===== src/rtl/store_write_buffer_pkg.sv =====
// ============================================================================
// Module      : store_write_buffer_pkg
// Description : Shared types for the store write buffer: access size codes,
//               buffer FSM states and the formatted byte-lane payload.
// Revision    : 1.0 - initial release
// ============================================================================
`default_nettype none

package store_write_buffer_pkg;

  localparam logic [1:0] SIZE_BYTE = 2'b00;
  localparam logic [1:0] SIZE_HALF = 2'b01;
  localparam logic [1:0] SIZE_WORD = 2'b10;

  typedef enum logic [1:0] {
    IDLE = 2'd0,
    REQ  = 2'd1,
    WAIT = 2'd2
  } sb_state_t;

  // Bus-ready payload of one queued store (address kept separately so its
  // width can follow the ADDR_W parameter of the instantiating module).
  typedef struct packed {
    logic [1:0]  size;
    logic [31:0] wdata;
    logic [3:0]  wstrb;
  } sb_lane_t;

endpackage

`default_nettype wire


===== src/rtl/store_write_buffer_if.sv =====
// ============================================================================
// Module      : store_write_buffer_if
// Description : SRAM-like write bus between the store buffer (master) and
//               the data memory (slave): req/addr_ok/data_ok handshake.
// Revision    : 1.0 - initial release
// ============================================================================
`default_nettype none

interface store_write_buffer_if #(
  parameter int ADDR_W = 32
);
  logic              data_req;
  logic              data_wr;
  logic [1:0]        data_size;
  logic [ADDR_W-1:0] data_addr;
  logic [31:0]       data_wdata;
  logic [3:0]        data_wstrb;
  logic              data_addr_ok;
  logic              data_data_ok;

  modport master (
    output data_req, data_wr, data_size, data_addr, data_wdata, data_wstrb,
    input  data_addr_ok, data_data_ok
  );

  modport slave (
    input  data_req, data_wr, data_size, data_addr, data_wdata, data_wstrb,
    output data_addr_ok, data_data_ok
  );
endinterface

`default_nettype wire


===== src/rtl/store_write_buffer_fmt.sv =====
// ============================================================================
// Module      : store_write_buffer_fmt
// Description : Combinational store formatter. Replicates sb/sh/sw data over
//               the byte lanes and builds byte strobes.
//               Macro UNALIGNED_EXC_EN: report misaligned stores instead of
//               silently aligning the address.
// Revision    : 1.0 - initial release
// ============================================================================
`default_nettype none

module store_write_buffer_fmt
  import store_write_buffer_pkg::*;
#(
  parameter int ADDR_W = 32
) (
  input  logic [ADDR_W-1:0] addr,
  input  logic [1:0]        size,
  input  logic [31:0]       data,
  output logic [ADDR_W-1:0] addr_al,
  output sb_lane_t          lane,
  output logic              misaligned
);

  logic is_half;
  logic is_word;

  // Reserved size 2'b11 behaves exactly like a word access.
  assign is_half = (size == SIZE_HALF);
  assign is_word = (size == SIZE_WORD) || (size == 2'b11);

  // Alignment handling, then lane replication and strobe generation.
  always_comb begin
    addr_al    = addr;
    misaligned = 1'b0;
    lane       = '0;
`ifdef UNALIGNED_EXC_EN
    misaligned = (is_half && addr[0]) || (is_word && (addr[1:0] != 2'b00));
`else
    if (is_half) addr_al[0]   = 1'b0;
    if (is_word) addr_al[1:0] = 2'b00;
`endif
    lane.size = size;
    case (size)
      SIZE_BYTE: begin
        lane.wdata = {4{data[7:0]}};
        lane.wstrb = 4'b0001 << addr_al[1:0];
      end
      SIZE_HALF: begin
        lane.wdata = {2{data[15:0]}};
        lane.wstrb = addr_al[1] ? 4'b1100 : 4'b0011;
      end
      default: begin
        lane.wdata = data;
        lane.wstrb = 4'b1111;
      end
    endcase
  end

endmodule

`default_nettype wire


===== src/rtl/store_write_buffer.sv =====
// ============================================================================
// Module      : store_write_buffer
// Description : In-order store queue from the MEM stage to the data bus.
//               Holds up to DEPTH formatted stores and issues them one at a
//               time over req/addr_ok/data_ok with a single write outstanding.
//               Macro UNALIGNED_EXC_EN: misaligned stores raise st_ades and
//               are dropped instead of being force-aligned.
// Revision    : 1.0 - initial release
// ============================================================================
`default_nettype none

module store_write_buffer
  import store_write_buffer_pkg::*;
#(
  parameter int DEPTH  = 4,
  parameter int ADDR_W = 32
) (
  input  logic                  clk,
  input  logic                  resetn,
  input  logic                  st_valid,
  output logic                  st_ready,
  input  logic [ADDR_W-1:0]     st_addr,
  input  logic [31:0]           st_data,
  input  logic [1:0]            st_size,
  output logic                  sb_empty,
  output logic                  st_ades,
  store_write_buffer_if.master  bus
);

  localparam int PTR_W = $clog2(DEPTH);
  localparam int CNT_W = PTR_W + 1;

  logic [ADDR_W-1:0] addr_mem [DEPTH];
  sb_lane_t          lane_mem [DEPTH];
  logic [PTR_W-1:0]  wr_ptr;
  logic [PTR_W-1:0]  rd_ptr;
  logic [CNT_W-1:0]  count;
  logic [CNT_W-1:0]  count_next;
  sb_state_t         state;
  sb_state_t         state_next;

  logic [ADDR_W-1:0] fmt_addr;
  sb_lane_t          fmt_lane;
  logic              fmt_mis;
  logic              push;
  logic              pop;

  store_write_buffer_fmt #(
    .ADDR_W (ADDR_W)
  ) u_fmt (
    .addr       (st_addr),
    .size       (st_size),
    .data       (st_data),
    .addr_al    (fmt_addr),
    .lane       (fmt_lane),
    .misaligned (fmt_mis)
  );

  // A full queue frees a slot only on the cycle after a pop, so st_ready
  // depends on the registered count alone.
  assign st_ready = (count != CNT_W'(DEPTH));
  assign st_ades  = st_valid && st_ready && fmt_mis;
  assign push     = st_valid && st_ready && !fmt_mis;
  assign pop      = (state == WAIT) && bus.data_data_ok;
  assign sb_empty = (count == '0) && (state == IDLE);

  // Head entry drives the bus; it cannot change while REQ is pending.
  assign bus.data_req   = (state == REQ);
  assign bus.data_wr    = 1'b1;
  assign bus.data_addr  = addr_mem[rd_ptr];
  assign bus.data_size  = lane_mem[rd_ptr].size;
  assign bus.data_wdata = lane_mem[rd_ptr].wdata;
  assign bus.data_wstrb = lane_mem[rd_ptr].wstrb;

  // Occupancy after this cycle's push/pop.
  always_comb begin
    count_next = count;
    case ({push, pop})
      2'b10:   count_next = count + CNT_W'(1);
      2'b01:   count_next = count - CNT_W'(1);
      default: count_next = count;
    endcase
  end

  // Queue storage, pointers and occupancy counter.
  always_ff @(posedge clk or negedge resetn) begin
    if (!resetn) begin
      wr_ptr <= '0;
      rd_ptr <= '0;
      count  <= '0;
      for (int i = 0; i < DEPTH; i++) begin
        addr_mem[i] <= '0;
        lane_mem[i] <= '0;
      end
    end else begin
      count <= count_next;
      if (push) begin
        addr_mem[wr_ptr] <= fmt_addr;
        lane_mem[wr_ptr] <= fmt_lane;
        wr_ptr           <= wr_ptr + PTR_W'(1);
      end
      if (pop) begin
        rd_ptr <= rd_ptr + PTR_W'(1);
      end
    end
  end

  // Issue FSM state register.
  always_ff @(posedge clk or negedge resetn) begin
    if (!resetn) begin
      state <= IDLE;
    end else begin
      state <= state_next;
    end
  end

  // Issue FSM next state; an incoming push leaves IDLE at once so the bus
  // request appears one cycle after the store is accepted.
  always_comb begin
    state_next = state;
    case (state)
      IDLE: begin
        if ((count != '0) || push) state_next = REQ;
      end
      REQ: begin
        if (bus.data_addr_ok) state_next = WAIT;
      end
      WAIT: begin
        if (bus.data_data_ok) state_next = (count_next != '0) ? REQ : IDLE;
      end
      default: state_next = IDLE;
    endcase
  end

endmodule

`default_nettype wire

===== src/flat_wrapper.sv =====
// flat-port wrapper written by rule: the top's interface ports become plain ports
module store_write_buffer_flat import store_write_buffer_pkg::*;
#(
  parameter int DEPTH  = 4,
  parameter int ADDR_W = 32
)
  (clk, resetn, st_valid, st_ready, st_addr, st_data, st_size, sb_empty, st_ades, bus_data_req, bus_data_wr, bus_data_size, bus_data_addr, bus_data_wdata, bus_data_wstrb, bus_data_addr_ok, bus_data_data_ok);
  store_write_buffer_if #(.ADDR_W(ADDR_W)) bus_i ();
  input  logic clk;
  input  logic resetn;
  input  logic st_valid;
  output logic st_ready;
  input  logic [ADDR_W-1:0] st_addr;
  input  logic [31:0] st_data;
  input  logic [1:0] st_size;
  output logic sb_empty;
  output logic st_ades;
  output wire logic [$bits(bus_i.data_req)-1:0] bus_data_req;
  output wire logic [$bits(bus_i.data_wr)-1:0] bus_data_wr;
  output wire logic [$bits(bus_i.data_size)-1:0] bus_data_size;
  output wire logic [$bits(bus_i.data_addr)-1:0] bus_data_addr;
  output wire logic [$bits(bus_i.data_wdata)-1:0] bus_data_wdata;
  output wire logic [$bits(bus_i.data_wstrb)-1:0] bus_data_wstrb;
  input wire logic [$bits(bus_i.data_addr_ok)-1:0] bus_data_addr_ok;
  input wire logic [$bits(bus_i.data_data_ok)-1:0] bus_data_data_ok;
  assign bus_data_req = bus_i.data_req;
  assign bus_data_wr = bus_i.data_wr;
  assign bus_data_size = bus_i.data_size;
  assign bus_data_addr = bus_i.data_addr;
  assign bus_data_wdata = bus_i.data_wdata;
  assign bus_data_wstrb = bus_i.data_wstrb;
  assign bus_i.data_addr_ok = bus_data_addr_ok;
  assign bus_i.data_data_ok = bus_data_data_ok;
  store_write_buffer #(.DEPTH(DEPTH), .ADDR_W(ADDR_W)) u_core (.clk(clk), .resetn(resetn), .st_valid(st_valid), .st_ready(st_ready), .st_addr(st_addr), .st_data(st_data), .st_size(st_size), .sb_empty(sb_empty), .st_ades(st_ades), .bus(bus_i));
endmodule

===== config.mk =====
export PLATFORM = sky130hd
export DESIGN_NAME = store_write_buffer_flat
export DESIGN_NICKNAME = d
export VERILOG_FILES = /design/src/rtl/store_write_buffer_pkg.sv /design/src/rtl/store_write_buffer_if.sv /design/src/rtl/store_write_buffer_fmt.sv /design/src/rtl/store_write_buffer.sv /design/src/flat_wrapper.sv
export SDC_FILE = /design/constraint.sdc
export NUM_CORES = 1
export LEC_CHECK = 0
export BUFFER_PORTS_ARGS = -buffer_cell sky130_fd_sc_hd__buf_4
export CAP_MARGIN = 20
export CORE_MARGIN = 2
export CORE_UTILIZATION = 41
export DETAILED_ROUTE_END_ITERATION = 16
export PLACE_DENSITY_LB_ADDON = 0.3
export SYNTH_ARGS = -nofsm -noshare
export SYNTH_HDL_FRONTEND = slang
export SYNTH_SLANG_ARGS = --single-unit

===== constraint.sdc =====
create_clock -name clk -period 6.6 [get_ports clk]
set_input_delay 0.66 -clock clk [delete_from_list [all_inputs] [get_ports clk]]
set_output_delay 0.66 -clock clk [all_outputs]
set_load 0.005 [all_outputs]

## Word level (Yosys, flattened, before mapping)

Cells that the tools add are included.

- Register bits: 289
- Bits in latches: 0
- Memory bits (writable): 0
- Bits in read-only memories: 0
- Input bits: 71
- Output and inout bits: 75
- Word-level logic and storage cells: 75
- Memories kept: 0

- $add $sub $neg: 4
- Multiply operators: 0
- Div/mod/pow operators: 0
- Order comparisons: 3
- Eq/ne operators: 11
- Shift operators: 1
- Muxes and demuxes: 22
- Bitwise logic cells: 2
- Reductions and logical operators: 12

Operator list:

| cell | count |
|---|---|
| $bwmux W152 | 1 |
| $bwmux W128 | 1 |
| $mux W38 | 3 |
| $mux W32 | 3 |
| $bmux W38 S2 | 1 |
| $demux W38 S2 | 1 |
| $pmux W36 S2 | 1 |
| $bmux W32 S2 | 1 |
| $demux W32 S2 | 1 |
| $eq A2 B2 Y1 const B | 4 |
| $mux W2 | 4 |
| $eq A2 B1 Y1 const B | 3 |
| $ge A3 B3 Y1 const B | 2 |
| $not A2 Y3 | 2 |
| $pmux W2 S3 | 1 |
| $pmux W3 S2 | 1 |
| $reduce_bool A3 Y1 | 2 |
| $add A2 B1 Y2 const B | 2 |
| $logic_and A1 B1 Y1 | 4 |
| $logic_not A2 Y1 | 2 |
| $mux W4 | 1 |
| $ne A2 B2 Y1 const B | 2 |
| $shl A1 B2 Y4 const A | 1 |
| $add A3 B1 Y3 const B | 1 |
| other kinds (8) | 10 |

## Depth between registers and ports, before layout

- Word-level depth: 8
- Gate-level depth with buffers: 9

## Cells and area by module

A second synthesis with hierarchy kept.

- Cells, all modules: 827
- Area, all modules: 13708.1 um^2

Modules (own cells, without submodules):

| module | times used | cells an instance | area each (um^2) |
|---|---|---|---|
| store_write_buffer | 1 | 731 | 12962.4 |
| store_write_buffer_fmt | 1 | 96 | 745.7 |

## Least setup slack after synthesis

No wires, ideal clock.

- Path type: flip-flop to flip-flop
- Start point: register u_core.count[0]
- End point: register u_core.state[0]
- Setup time: 0.086 ns
- Arrival time: 2.356 ns
- Data required time: 6.514 ns
- Path slack: 4.158 ns
- Cell stages (with the launch flop): 10
- Path buffers: 1
- Period minus slack after synthesis: 2.442 ns
- Path through: dfrtp_1 > or3b_1 > buf_4 > nand2_1 > ha_1 > inv_1 > fa_1 > xor2_1 > or3_1 > a32oi_1

- Word-level cells in the longest chain between the ends: 8
- Elaborated cells on any way between the ends: 15
- Those cells by class: add/sub: 2; eq/ne: 4; mux: 4; reduce/logical: 5

RTL lines:

| item | RTL line | RTL |
|---|---|---|
| start: declaration | store_write_buffer.sv:37 | `logic [CNT_W-1:0] count;` |
| start signal: assignment | store_write_buffer.sv:96 | `count <= count_next;` |
| $ne A3 B3 Y1 (*) | store_write_buffer.sv:61 | `assign st_ready = (count != CNT_W'(DEPTH));` |
| via st_ready | flat_wrapper.sv:12 | `output logic st_ready;` |
| $logic_and A1 B1 Y1 (*) | -- |  |
| $eq A2 B1 Y1 or $eq A2 B2 Y1 (tied branches) | store_write_buffer.sv:78 | `case ({push, pop})` |
| $pmux W3 S2 | store_write_buffer.sv:78 |  |
| $reduce_bool A3 Y1 | store_write_buffer.sv:129 | `if (bus.data_data_ok) state_next = (count_next != '0) ? REQ : IDLE;` |
| $mux W1 | store_write_buffer.sv:129 |  |
| $mux W2 | store_write_buffer.sv:129 |  |
| $pmux W2 S3 | store_write_buffer.sv:121 | `case (state)` |
| end signal: assignment | store_write_buffer.sv:113 | `state <= state_next;` |
| end: declaration | store_write_buffer.sv:39 | `sb_state_t state;` |

The timed path passes the listed nets; every way through them passes the cells marked *. The select of a mux whose other input is x is not followed.
A chain may end at the register's enable or synchronous reset.

## Worst setup path in the final report

- Start point: register u_core.rd_ptr[0]
- End point: output bus_data_addr[27]

- Word-level cells in the longest chain between the ends: 4

RTL lines:

| item | RTL line | RTL |
|---|---|---|
| start: declaration | store_write_buffer.sv:36 | `logic [PTR_W-1:0] rd_ptr;` |
| start signal: assignment | store_write_buffer.sv:103 | `rd_ptr <= rd_ptr + PTR_W'(1);` |
| $not A2 Y3 (not written as such) | store_write_buffer.sv:70 | `assign bus.data_addr = addr_mem[rd_ptr];` |
| $bmux W32 S2 | store_write_buffer.sv:70 |  |
| $mux W32 (not written as such) (2 in a row) | store_write_buffer.sv:70 |  |
| end: declaration | flat_wrapper.sv:21 | `output wire logic [$bits(bus_i.data_addr)-1:0] bus_data_addr;` |

No other way between the ends. The select of a mux whose other input is x is not followed.

==> summary.json <==
{
  "run_status": "finished clean",
  "ctsResizeCount": 0,
  "pre_cts_slack_ps": 3380,
  "fin_tns_setup_ps": 0,
  "slew_viol_final": 0,
  "max_cap_violations": 0,
  "worst-slew-pin-transition_ps": 945,
  "cell_area_placed_um2": 14400,
  "clkTransAtPathRegs_ps": 50,
  "cp-startpoint": "u_core.rd_ptr[0]",
  "clock_tree.buffer_depth": 3,
  "holdBufCountCts": 0,
  "buffers_inserted_by_post_cts_timing_repair": 0,
  "vdd_ir_drop_max_mv": 0.324,
  "routedWlPerCell_um": 21.0,
  "finish.instance_area_um2": 15500,
  "root_buffer": "clkbuf_16",
  "final.min_clock_period_ps": 3630,
  "synth_area_per_cell_um2": 16.7,
  "startpoint_type": "flip-flop",
  "finalSetupViolations": 0,
  "hpwl_um": 17700,
  "drc": 0,
  "gpl.final_weighted_congestion": 0.747,
  "synth_sequential_area_ratio_pct": 55.0,
  "rsz0062_at_grt": "no",
  "required_ps": 5940,
  "num_rows": 65,
  "final.setup.worst_slack_ps": 2970,
  "total_via_count_in_the_routed_design": 7163,
  "remaining_max_slew_budget_at_the_tightest_pin_pct": 37.0,
  "static_leak_nw": 6.70,
  "die-area_um2": 33500,
  "regToRegStartpoint": "u_core.count[0]",
  "tritoncts": "yes",
  "antenna_found_initial": 1,
  "mappedNetlistNets": 864,
  "chipWidth_um": 183,
  "worst-endpoint-arrival_ps": 2970,
  "worst_hold_path_type": "primary input to asynchronous set/reset pin",
  "finalWirelength_um": 28200,
  "final_hold_viols": 0,
  "yosys_register_bits": 289,
  "cts-htree-levels": 2,
  "power.density_cell_area_nw_per_um2": 536,
  "grt_remaining_overflow": 0,
  "number_of_global_route_vias_before_repair": 7779,
  "gr-usage-all-layers_pct": 17.4,
  "detailedRoute.firstIterationViolations": 375,
  "areaGrowthSynthToFinish_pct": 17.9,
  "post_synth_instance_area_um2": 13200,
  "detail-route-antenna-nets": 0,
  "crit_path_max_fanout": 37,
  "max_clock_freq_mhz": 276,
  "core_area_um2": 31600,
  "via_per_inst": 5.32,
  "r2r.worst_path.cells": 4,
  "critical_path_class": "flip-flop to primary output",
  "power.total_mw": 8.31,
  "synth.distinct_cells": 33,
  "worstSkewPairLatency_ps": 500,
  "fraction_of_final_layout_cells_sized_beyond_drive_strength_1_pct": 58.4,
  "num-nets-final": 996,
  "cts-buffers-inserted": 34,
  "reg2reg_setup_slack_ps": 3810,
  "utilization_pct": 49.2,
  "die_height_um": 183,
  "first_pass_iters": 5,
  "numPortBuffers": 143,
  "start_util_pct": 41.7,
  "critical_path.reg2reg.endpoint": "u_core.addr_mem[1]",
  "grt_max_degree": 175,
  "critical_path.endpoint_type": "primary output",
  "grt_pass1_wl_um": 45200,
  "ioPinCount": 146,
  "clkSinkCount": 289,
  "synth_warnings": 0,
  "postSynthCellCount": 787,
  "final.setup_skew_ps": 14.0,
  "final_critical_path_share_of_the_clock_period_pct": 54.9
}
how the worst max path moves through the flow:
stage | end | slack (ps) | depth (start not counted)
after floorplan | u_core.state[0] | 4160 | 9
after global placement | bus_data_addr[27] | 3410 | 3
after detailed placement | bus_data_addr[27] | 3380 | 3
after CTS | bus_data_addr[27] | 2840 | 3
after global routing | bus_data_addr[27] | 2710 | 3
final | bus_data_addr[27] | 2970 | 3
placed cells by master, fill, tap and decap left out, drive strengths merged:
| cell | instances |
|---|---|
| xnor2 | 3 |
| ha | 5 |
| conb | 2 |
| o21bai | 2 |
| a21boi | 1 |
| inv | 7 |
| clkinvlp | 2 |
| or4 | 1 |
| and3b | 1 |
| mux2i | 9 |
| bufinv | 1 |
| nand3 | 4 |
| or3 | 1 |
| xor2 | 2 |
| nand3b | 1 |
| diode | 1 |
| and2 | 1 |
| nand2 | 12 |
| mux4 | 70 |
| nor2 | 4 |
| or3b | 2 |
| fa | 1 |
| o211ai | 1 |
| mux2 | 297 |
| buf | 150 |
| clkinv | 4 |
| nand2b | 3 |
| dfrtp | 289 |
| nor2b | 1 |
| a32oi | 1 |
| o21ai | 10 |
| a21o | 2 |
| clkbuf | 53 |
worst max-delay path: stages (launching register included):
cell and delay [ps]:
dfrtp_4 940, buf_4 720, mux4_2 630, buf_4 160
per-stage QoR:
| step | hold WS, ps | cells |
|---|---|---|
| after floorplan | 364 | 787 |
| after global placement | 470 | 1285 |
| after detailed placement | 476 | 1285 |
| after CTS | 272 | 1345 |
| after global routing | 295 | 1346 |
| final | 217 | 1346 |
registers in the layout (all words and copies together) (netlist names):
name / flops
u_core.lane_mem: 152
u_core.addr_mem: 128
u_core.count: 3
u_core.rd_ptr: 2
u_core.state: 2
u_core.wr_ptr: 2
synth_stat cells, drive strengths merged:
| master | number | area, um^2 |
|---|---|---|
| nand3 | 4 | 70.1 |
| a21o | 2 | 15.0 |
| and2 | 1 | 6.26 |
| xor2 | 2 | 17.5 |
| inv | 7 | 26.3 |
| mux2 | 297 | 3340 |
| nand2b | 3 | 18.8 |
| nor2b | 1 | 6.26 |
| or4 | 1 | 7.51 |
| mux2i | 9 | 90.1 |
| dfrtp | 289 | 7230 |
| xnor2 | 3 | 26.3 |
| conb | 2 | 7.51 |
| nand3b | 1 | 7.51 |
| a21boi | 1 | 7.51 |
| o211ai | 1 | 7.51 |
| and3b | 1 | 8.76 |
| clkbuf | 11 | 41.3 |
| mux4 | 70 | 1580 |
| ha | 5 | 62.6 |
| nand2 | 12 | 45.0 |
| fa | 1 | 20.0 |
| a32oi | 1 | 8.76 |
| or3b | 2 | 17.5 |
| o21ai | 10 | 50.1 |
| buf | 43 | 398 |
| or3 | 1 | 6.26 |
| nor2 | 4 | 15.0 |
| o21bai | 2 | 15.0 |
cells by family after synthesis:
kind of cell    Yosys count  share of synthesized area (%)
compound gates           17                          0.789
fa+ha+maj                 6                          0.628
flops                   289                           55.0
simple gates             31                           1.59
xor+xnor                  5                          0.333
buf+inv                  61                           3.54
mux                     376                           38.1
other cells               2                         0.0571
layer usage:
layer / routed length, um / global-route usage [%] / vias up
li1: - / - / 3199
met1: 13100 / 24.4 / 3784
met2: 13400 / 27.9 / 134
met3: 982 / 2.80 / 46
met4: 735 / 5.92 / 0
met5: 0 / 0 / -
report_power, final:
| part | internal [mW] | switching (mW) |
|---|---|---|
| clock network | 1.16 | 0.709 |
| registers | 2.68 | 0.531 |
| logic | 2.08 | 1.15 |
layout make-up:
class | instances | area, um^2
Multi-Input combinational cell | 437 | 5460
Inverter | 7 | 26.3
Timing Repair Buffer | 150 | 1150
Tap cell | 402 | 503
Fill cell | 2720 | 16000
Clock inverter | 7 | 65.1
Antenna cell | 1 | 2.50
Clock buffer | 53 | 1080
Sequential cell | 289 | 7240
No activity file was read; power rests on OpenSTA's default activity.
